[src/rtl/pcw_sdram_loader_port.sv]
// Boot-loader SDRAM port: buffers starter byte writes in a small FIFO and
// shares the SDRAM byte port with the CPU (loader first, CPU stalled while loading).
`timescale 1ns/1ps
module pcw_sdram_loader_port #(
    parameter int unsigned       ADDR_W     = 23,
    parameter logic [ADDR_W-1:0] BOOT_BASE  = '0,
    parameter int unsigned       FIFO_DEPTH = 4
) (
    input  logic              clk_sys,
    input  logic              reset_n,
    input  logic              starter_wr,
    input  logic [15:0]       starter_addr,
    input  logic [7:0]        starter_data,
    input  logic              starter_active,
    input  logic              cpu_rd,
    input  logic              cpu_wr,
    input  logic [ADDR_W-1:0] cpu_addr,
    input  logic [7:0]        cpu_din,
    output logic [7:0]        cpu_dout,
    output logic              cpu_wait,
    output logic              sdram_req,
    output logic              sdram_we,
    output logic [ADDR_W-1:0] sdram_addr,
    output logic [7:0]        sdram_din,
    input  logic [7:0]        sdram_dout,
    input  logic              sdram_ack,
    output logic              loader_busy,
    output logic              fifo_overflow
);

    localparam int unsigned PTR_W = (FIFO_DEPTH > 1) ? $clog2(FIFO_DEPTH) : 1;
    localparam int unsigned CNT_W = PTR_W + 1;

    typedef enum logic [1:0] {
        IDLE,
        STARTER,
        CPU,
        CPU_DONE
    } state_t;

    state_t             state, state_n;
    logic               starter_wr_q;
    logic [ADDR_W-1:0]  fifo_addr [FIFO_DEPTH];
    logic [7:0]         fifo_data [FIFO_DEPTH];
    logic [PTR_W-1:0]   wr_ptr, rd_ptr;
    logic [CNT_W-1:0]   count, count_n;
    logic               push_edge, fifo_full, fifo_push, fifo_pop;
    logic [ADDR_W-1:0]  push_addr;

    logic               req_n, we_n, wait_n, busy_n;
    logic [ADDR_W-1:0]  addr_n;
    logic [7:0]         din_n, dout_n;

    assign push_edge = starter_wr & ~starter_wr_q;
    assign fifo_full = (count == CNT_W'(FIFO_DEPTH));
    assign fifo_pop  = (state == STARTER) & sdram_ack;
    // A push into a full FIFO survives only if the head retires on the same edge.
    assign fifo_push = push_edge & (~fifo_full | fifo_pop);
    assign push_addr = BOOT_BASE + ADDR_W'(starter_addr);

    always_comb begin
        count_n = count;
        if (fifo_push && !fifo_pop) begin
            count_n = count + 1'b1;
        end else if (!fifo_push && fifo_pop) begin
            count_n = count - 1'b1;
        end
    end

    always_ff @(posedge clk_sys) begin
        if (fifo_push) begin
            fifo_addr[wr_ptr] <= push_addr;
            fifo_data[wr_ptr] <= starter_data;
        end
    end

    always_comb begin
        state_n = state;
        req_n   = sdram_req;
        we_n    = sdram_we;
        addr_n  = sdram_addr;
        din_n   = sdram_din;
        dout_n  = cpu_dout;
        case (state)
            IDLE: begin
                if (count != '0) begin
                    addr_n  = fifo_addr[rd_ptr];
                    din_n   = fifo_data[rd_ptr];
                    we_n    = 1'b1;
                    req_n   = 1'b1;
                    state_n = STARTER;
                end else if (!starter_active && (cpu_rd || cpu_wr)) begin
                    addr_n  = cpu_addr;
                    din_n   = cpu_din;
                    we_n    = cpu_wr;
                    req_n   = 1'b1;
                    state_n = CPU;
                end
            end
            STARTER: begin
                if (sdram_ack) begin
                    req_n   = 1'b0;
                    state_n = IDLE;
                end
            end
            CPU: begin
                if (sdram_ack) begin
                    req_n = 1'b0;
                    if (!sdram_we) begin
                        dout_n = sdram_dout;
                    end
                    state_n = CPU_DONE;
                end
            end
            CPU_DONE: begin
                if (!cpu_rd && !cpu_wr) begin
                    state_n = IDLE;
                end
            end
            default: state_n = IDLE;
        endcase
        // Status flags look at next-cycle state so wait falls together with cpu_dout.
        wait_n = (cpu_rd | cpu_wr) & (state_n != CPU_DONE);
        busy_n = (count_n != '0) | (state_n == STARTER);
    end

    always_ff @(posedge clk_sys) begin
        if (!reset_n) begin
            state         <= IDLE;
            starter_wr_q  <= 1'b0;
            wr_ptr        <= '0;
            rd_ptr        <= '0;
            count         <= '0;
            fifo_overflow <= 1'b0;
            sdram_req     <= 1'b0;
            sdram_we      <= 1'b0;
            sdram_addr    <= '0;
            sdram_din     <= '0;
            cpu_dout      <= '0;
            cpu_wait      <= 1'b0;
            loader_busy   <= 1'b0;
        end else begin
            state        <= state_n;
            starter_wr_q <= starter_wr;
            if (fifo_push) begin
                wr_ptr <= wr_ptr + 1'b1;
            end
            if (fifo_pop) begin
                rd_ptr <= rd_ptr + 1'b1;
            end
            count <= count_n;
            if (push_edge && fifo_full && !fifo_pop) begin
                fifo_overflow <= 1'b1;
            end
            sdram_req   <= req_n;
            sdram_we    <= we_n;
            sdram_addr  <= addr_n;
            sdram_din   <= din_n;
            cpu_dout    <= dout_n;
            cpu_wait    <= wait_n;
            loader_busy <= busy_n;
        end
    end

endmodule

[config.mk]
export PLATFORM = sky130hd
export DESIGN_NAME = pcw_sdram_loader_port
export DESIGN_NICKNAME = d
export VERILOG_FILES = /design/src/rtl/pcw_sdram_loader_port.sv
export SDC_FILE = /design/constraint.sdc
export NUM_CORES = 1
export LEC_CHECK = 0
export CAP_MARGIN = 20
export CORE_MARGIN = 5
export CORE_UTILIZATION = 56
export DETAILED_ROUTE_END_ITERATION = 8
export GPL_TIMING_DRIVEN = 0
export HOLD_SLACK_MARGIN = 0.08
export PLACE_DENSITY_LB_ADDON = 0.05
export SLEW_MARGIN = 5
export SYNTH_ARGS = -nofsm -noshare
export SYNTH_HDL_FRONTEND = slang
export SYNTH_SLANG_ARGS = --single-unit
[constraint.sdc]
create_clock -name clk_sys -period 6.8 [get_ports clk_sys]
set_clock_uncertainty 0.05 [all_clocks]
set_input_delay 0.68 -clock clk_sys [delete_from_list [all_inputs] [get_ports clk_sys]]
set_output_delay 0.68 -clock clk_sys [all_outputs]
set_load 0.01 [all_outputs]
Word-level counts from Yosys, hierarchy flattened:

Memory sizes are Yosys's and may differ from the RTL's. A register that Yosys moved wholly into a read port is not among the register bits.
Cells that the tools add are included.

* register bits: 54
* memory bits (writable): 96
* bits of input ports: 70
* output and inout bits: 44
* logic and storage cells: 82
* memories: 2

Memories
* fifo_addr: depth 4, bits a word 16, read ports 1, clocked after Yosys merged registers in 1, wr ports 1, RTL line 43 `logic [ADDR_W-1:0] fifo_addr [FIFO_DEPTH];`
* fifo_data: depth 4, bits a word 8, read ports 1, clocked after Yosys merged registers in 1, wr ports 1, RTL line 44 `logic [7:0] fifo_data [FIFO_DEPTH];`

* $add $sub $neg: 4
* equal/unequal tests: 8
* multiplexer cells: 24
* bitwise operators: 10
* reductions and logical operators: 21

Operators with widths (count)
* $mux W23: 2
* $mux W2: 9
* $mux W8: 2
* $pmux W2 S4: 1
* $mux W1: 7
* $logic_and A1 B1 Y1: 6
* $mux W3: 2
* $reduce_and A3 Y1: 2
* $reduce_bool A3 Y1: 2
* $logic_not A1 Y1: 5
* $add A2 B1 Y2 const B: 2
* $and A1 B1 Y1: 4
* $eq A2 B1 Y1 const B: 2
* $eq A2 B2 Y1 const B: 2
* $reduce_bool A2 Y1: 2
* $add A3 B1 Y3 const B: 1
* $eq A3 B3 Y1 const B: 1
* $ne A3 B3 Y1 const B: 1
* $not A1 Y1: 3
* $or A1 B1 Y1: 3
* $sub A3 B1 Y3 const B: 1
* $logic_not A2 Y1: 1
* $ne A2 B1 Y1 const B: 1
* $ne A2 B2 Y1 const B: 1
* 4 further kinds: 4

Logic depth before layout (Yosys ltp):

* depth in word-level cells: 10
* gate-level depth with buffers: 9
* depth with buffers taken out: 7

Worst setup path after synthesis:

OpenSTA, ideal clock, no wires.

* path type: input to register
* start: input sdram_ack
* end: memory fifo_addr[0][0] in the netlist's numbering (enable)
* library setup time: 0.383 ns
* data arrival time: 2.004 ns
* data required time: 6.367 ns
* slack: 4.364 ns
* stages on the path: 4
* path buffers: 1
* path through: buf_2 -> nand2_1 -> a31oi_1 -> and2_1

* cells in the longest elaborated chain, start to end: 5

RTL lines
* start, declared: RTL line 26 `input logic sdram_ack,`
* $and A1 B1 Y1: RTL line 56 `assign fifo_pop = (state == STARTER) & sdram_ack;`
* $or A1 B1 Y1: RTL line 58 `assign fifo_push = push_edge & (~fifo_full | fifo_pop);`
* $and A1 B1 Y1: RTL line 58
* $mux W1: RTL line 71 `if (fifo_push) begin`
* $mux W1 (not written as such): RTL line 72 `fifo_addr[wr_ptr] <= push_addr;`
* end, declared: RTL line 43

No other way between the ends.

Worst setup path after layout:

* start: register state[1]
* end: memory fifo_data[3][2] (enable)

* cells in the longest elaborated chain, start to end: 6

RTL lines
* start, declared: RTL line 41 `state_t state, state_n;`
* start signal, assigned: RTL line 143 `state <= state_n;`
* $eq A2 B1 Y1: RTL line 56
* $and A1 B1 Y1: RTL line 56
* $or A1 B1 Y1: RTL line 58
* $and A1 B1 Y1: RTL line 58
* $mux W1: RTL line 71
* $mux W1 (not written as such): RTL line 73 `fifo_data[wr_ptr] <= starter_data;`
* end, declared: RTL line 44

No other way between the ends.

==> results.yml <==
clock_tree:
  numCtsBuffers: 17
  clock_input_transition_at_the_sequential_cells_of_the_worst_setup_and_hold_paths_ns: 0.06
  tritoncts_clock_tree: "yes"
  worstSkewPairLatency_ns: 0.53
  cts.hold.buffers_added: 0
  cts_htree_levels: 4
  cts_num_sinks: 152
  clockRootBuffer: "sky130_fd_sc_hd__clkbuf_8"
  ctsLongestPathBuffers: 2
  cts_resized: 0
  postCtsSetupBuffers: 0
run:
  timing.max_cap.violations: 0
final_layout:
  final_common_cell: "sky130_fd_sc_hd__clkdlybuf4s50_1"
  mostFrequentLayoutCells: "sky130_fd_sc_hd__clkdlybuf4s50_1 (112), sky130_fd_sc_hd__edfxtp_1 (96), sky130_fd_sc_hd__nand2_1 (58)"
  sequential_cell_area_sq_um: 4000
  drive_gt1_share_pct: 11.1
  final.fill_count: 669
  design_area_sq_um: 7900
  antenna-diode-count: 0
  post-route-util_pct: 76.2
  finalNonFillerCells: 719
  area.growth.synth_to_final_pct: 32.3
  multiInputGateArea_sq_um: 1830
  design.final.nets: 652
worst_hold_path:
  whs_path_cells: 2
  hp-start: "sdram_req"
  hold_path.class: "flop to flop"
  worstHoldEndpoint: "sdram_req"
critical_path:
  worstReg2RegEnd: "fifo_data[3][2]"
  critical_path_buf_inv_count: 2
  worst-r2r-cell-count: 6
  timing.critical_path.to_type: "flop"
  worst_setup_sp: "state[1]"
  worst_path_dominant_cell_family: "simple AND/OR/NAND/NOR gates"
  critPathArrivalTime_ns: 2.88
  timing.rr.start: "state[1]"
  criticalPathCategory: "flop to flop"
  cp_slowest_cell: "sky130_fd_sc_hd__and2_1"
  critical_path.cell_chain: "inv_1 -> ha_1 -> nand2_1 -> a31oi_1 -> and2_1 -> buf_8"
  setup_crit_start_kind: "flop"
  required_ns: 6.98
  crit_fanout: 13
  timing.reg2reg.setup_slack_ns: 4.10
  crit_path_max_incr_delay_ns: 0.72
global_routing:
  grt-ovfl-total: 0
  antenna_found_initial: 0
  global_route.usage.total_pct: 21.2
  grt_max_degree: 17
  global_route_wire_length_before_repair_mm: 20.7
  grt_pass1_vias: 4120
status:
  status: "complete, no violations"
logic_synthesis:
  synth_top_cell_area_share_pct: 48.3
  part_of_the_yosys_area_used_for_sequential_elements_pct: 67.1
  post-synth-top-area-cell: "sky130_fd_sc_hd__edfxtp_1"
  synth-seq-cells: 152
  synthesis.area_per_instance_sq_um: 13.7
  post_synth_main_area_contributors: "sky130_fd_sc_hd__edfxtp_1 (48%), sky130_fd_sc_hd__dfxtp_1 (19%), sky130_fd_sc_hd__mux4_2 (9.1%)"
  yosys_warnings: 0
  synthesis.nets: 517
  netlist-cell-type-count: 37
  post_synth_instance_area_sq_um: 5970
  synthesis.instances: 435
timing:
  rsz0062_at_grt: "no"
  final-hold-violation-count: 0
  worst_slew_pin_slew_ns: 0.775
  timing.fmax_mhz: 370
  post-route-period-util_pct: 39.7
  whs_ns: 0.399
  totalNegativeSetupSlack_ns: 0
  period_minus_slack_ns: 2.70
  setup_viol_count_final: 0
  worst_slack_ns: 4.10
  timing.slew.headroom_pct: 48.3
  timing_max_transition_violations_final: 0
floorplan:
  die_width_um: 113
  io-pin-count: 114
  die_y_um: 113
  floorplan.core_area_sq_um: 10400
  cell_rows: 37
  initial_utilization_pct: 57.6
  floorplan.die_area_sq_um: 12800
drt:
  vias: 3918
  routed-wl-met2_mm: 6.73
  remaining_drc_errors: 0
  route.final.wire_length_mm: 13.0
  postRouteAntennaNets: 0
  routed_wire_per_std_cell_um: 18.0
  drt-met1-wl_mm: 5.24
  highest-signal-layer: "met4"
  detailedRoute.firstIterationViolations: 273
  dr.pass1.iters: 4
  vias_per_cell: 5.45
  wl_met3_um: 723
pwr:
  p_leak_nw: 2.74
  combinationalPowerShare_pct: 31.6
  switchingPower_mw: 0.961
  switch_share_pct: 30.9
  internal_power_component_mw: 2.15
  power_frac_seq_pct: 38.9
  report.power.total_mw: 3.11
  vdd.ir_drop.worst_mv: 0.288
  pwr_density_cell_nw_per_um2: 393
  p_clk_share_pct: 29.4
placement:
  port_buffers: 112
  dpl_cell_area_sq_um: 7320
  place_inst: 687
  dp_slack_ns: 3.73
  place_hpwl_mm: 9.01
  place.gp.congestion: 0.800
-- power by group through the flow --
stage | Sequential (mW) | Combinational (mW) | Clock [mW]
3_5_place_dp | 1.23 | 0.982 | 0
2_1_floorplan | 1.27 | 0.521 | 0
6_report | 1.21 | 0.983 | 0.915
4_1_cts | 1.21 | 0.989 | 0.929
5_1_grt | 1.22 | 1.08 | 0.974
3_3_place_gp | 1.22 | 0.958 | 0
-- area by class of cell --
class | instances | area share [%]
sequential | 152 | 50.7
multi-input combinational | 249 | 23.2
timing repair buffer | 116 | 15.0
clock buffer | 21 | 5.43
tap | 136 | 2.15
clock inverter | 11 | 1.90
buffer | 27 | 1.39
inverter | 7 | 0.333
-- how the worst max path moves through the flow --
stage | endpoint | slack, ns | cells after the start
2_1_floorplan | fifo_addr[0][0] | 4.36 | 4
3_3_place_gp | fifo_addr[3][9] | 3.56 | 4
3_5_place_dp | fifo_addr[1][9] | 3.73 | 5
4_1_cts | fifo_data[1][4] | 4.05 | 6
5_1_grt | fifo_data[0][1] | 3.89 | 6
6_report | fifo_data[3][2] | 4.10 | 6
-- cells in the mapped netlist --
cell,count
sky130_fd_sc_hd__a21boi_1,16
sky130_fd_sc_hd__a22oi_1,1
sky130_fd_sc_hd__mux2_1,1
sky130_fd_sc_hd__nand3_1,10
sky130_fd_sc_hd__o211a_1,1
sky130_fd_sc_hd__and3_1,1
sky130_fd_sc_hd__a2111oi_0,1
sky130_fd_sc_hd__buf_1,7
sky130_fd_sc_hd__a311oi_2,1
sky130_fd_sc_hd__a221oi_2,1
sky130_fd_sc_hd__inv_1,7
sky130_fd_sc_hd__dfxtp_1,56
sky130_fd_sc_hd__nand3b_1,1
sky130_fd_sc_hd__a31oi_1,3
sky130_fd_sc_hd__or3_1,1
sky130_fd_sc_hd__o21bai_1,1
sky130_fd_sc_hd__and2_1,12
sky130_fd_sc_hd__mux2i_1,1
sky130_fd_sc_hd__o22ai_1,1
sky130_fd_sc_hd__nor2b_1,5
sky130_fd_sc_hd__a41oi_1,1
sky130_fd_sc_hd__o21ai_0,1
sky130_fd_sc_hd__clkbuf_1,13
sky130_fd_sc_hd__nor2_1,4
sky130_fd_sc_hd__or2_1,2
sky130_fd_sc_hd__a311o_1,1
sky130_fd_sc_hd__nand2b_1,3
sky130_fd_sc_hd__edfxtp_1,96
sky130_fd_sc_hd__buf_2,7
sky130_fd_sc_hd__a22o_1,1
sky130_fd_sc_hd__o41ai_1,1
sky130_fd_sc_hd__a21oi_1,54
sky130_fd_sc_hd__ha_1,12
sky130_fd_sc_hd__o21ai_1,26
sky130_fd_sc_hd__nand2_1,58
sky130_fd_sc_hd__xnor2_1,3
sky130_fd_sc_hd__mux4_2,24
-- metal layers --
metal / vias to the layer above / GRT usage, %
met1: 1884 / 24.7
met2: 125 / 37.1
met3: 21 / 6.10
met5: - / 0
li1: 1888 / -
met4: 0 / 8.17
-- cell families after synthesis --
| logic type | after synthesis | share of synthesized area (%) |
|---|---|---|
| flops | 152 | 67.1 |
| compound gates | 111 | 10.9 |
| simple gates | 97 | 7.38 |
| buf+inv | 34 | 2.28 |
| mux | 26 | 9.41 |
| fa+ha+maj | 12 | 2.52 |
| xor+xnor | 3 | 0.440 |
-- state kept, by name (all words and copies together), names as in the netlist, named ones only --
signal         flops
cpu_wait           1
loader_busy        1
count              3
cpu_dout           8
fifo_data         32
sdram_addr        23
starter_wr_q       1
state              2
sdram_din          8
wr_ptr             2
fifo_addr         64
rd_ptr             2
sdram_req          1
fifo_overflow      1
sdram_we           1
-- worst register-to-register path: stages, from the launching register on --
cell and delay [ns]:
sky130_fd_sc_hd__dfxtp_1 0.34, sky130_fd_sc_hd__inv_1 0.14, sky130_fd_sc_hd__ha_1 0.27, sky130_fd_sc_hd__nand2_1 0.16, sky130_fd_sc_hd__a31oi_1 0.47, sky130_fd_sc_hd__and2_1 0.72, sky130_fd_sc_hd__buf_8 0.25
No activity file was read; power rests on OpenSTA's default activity.
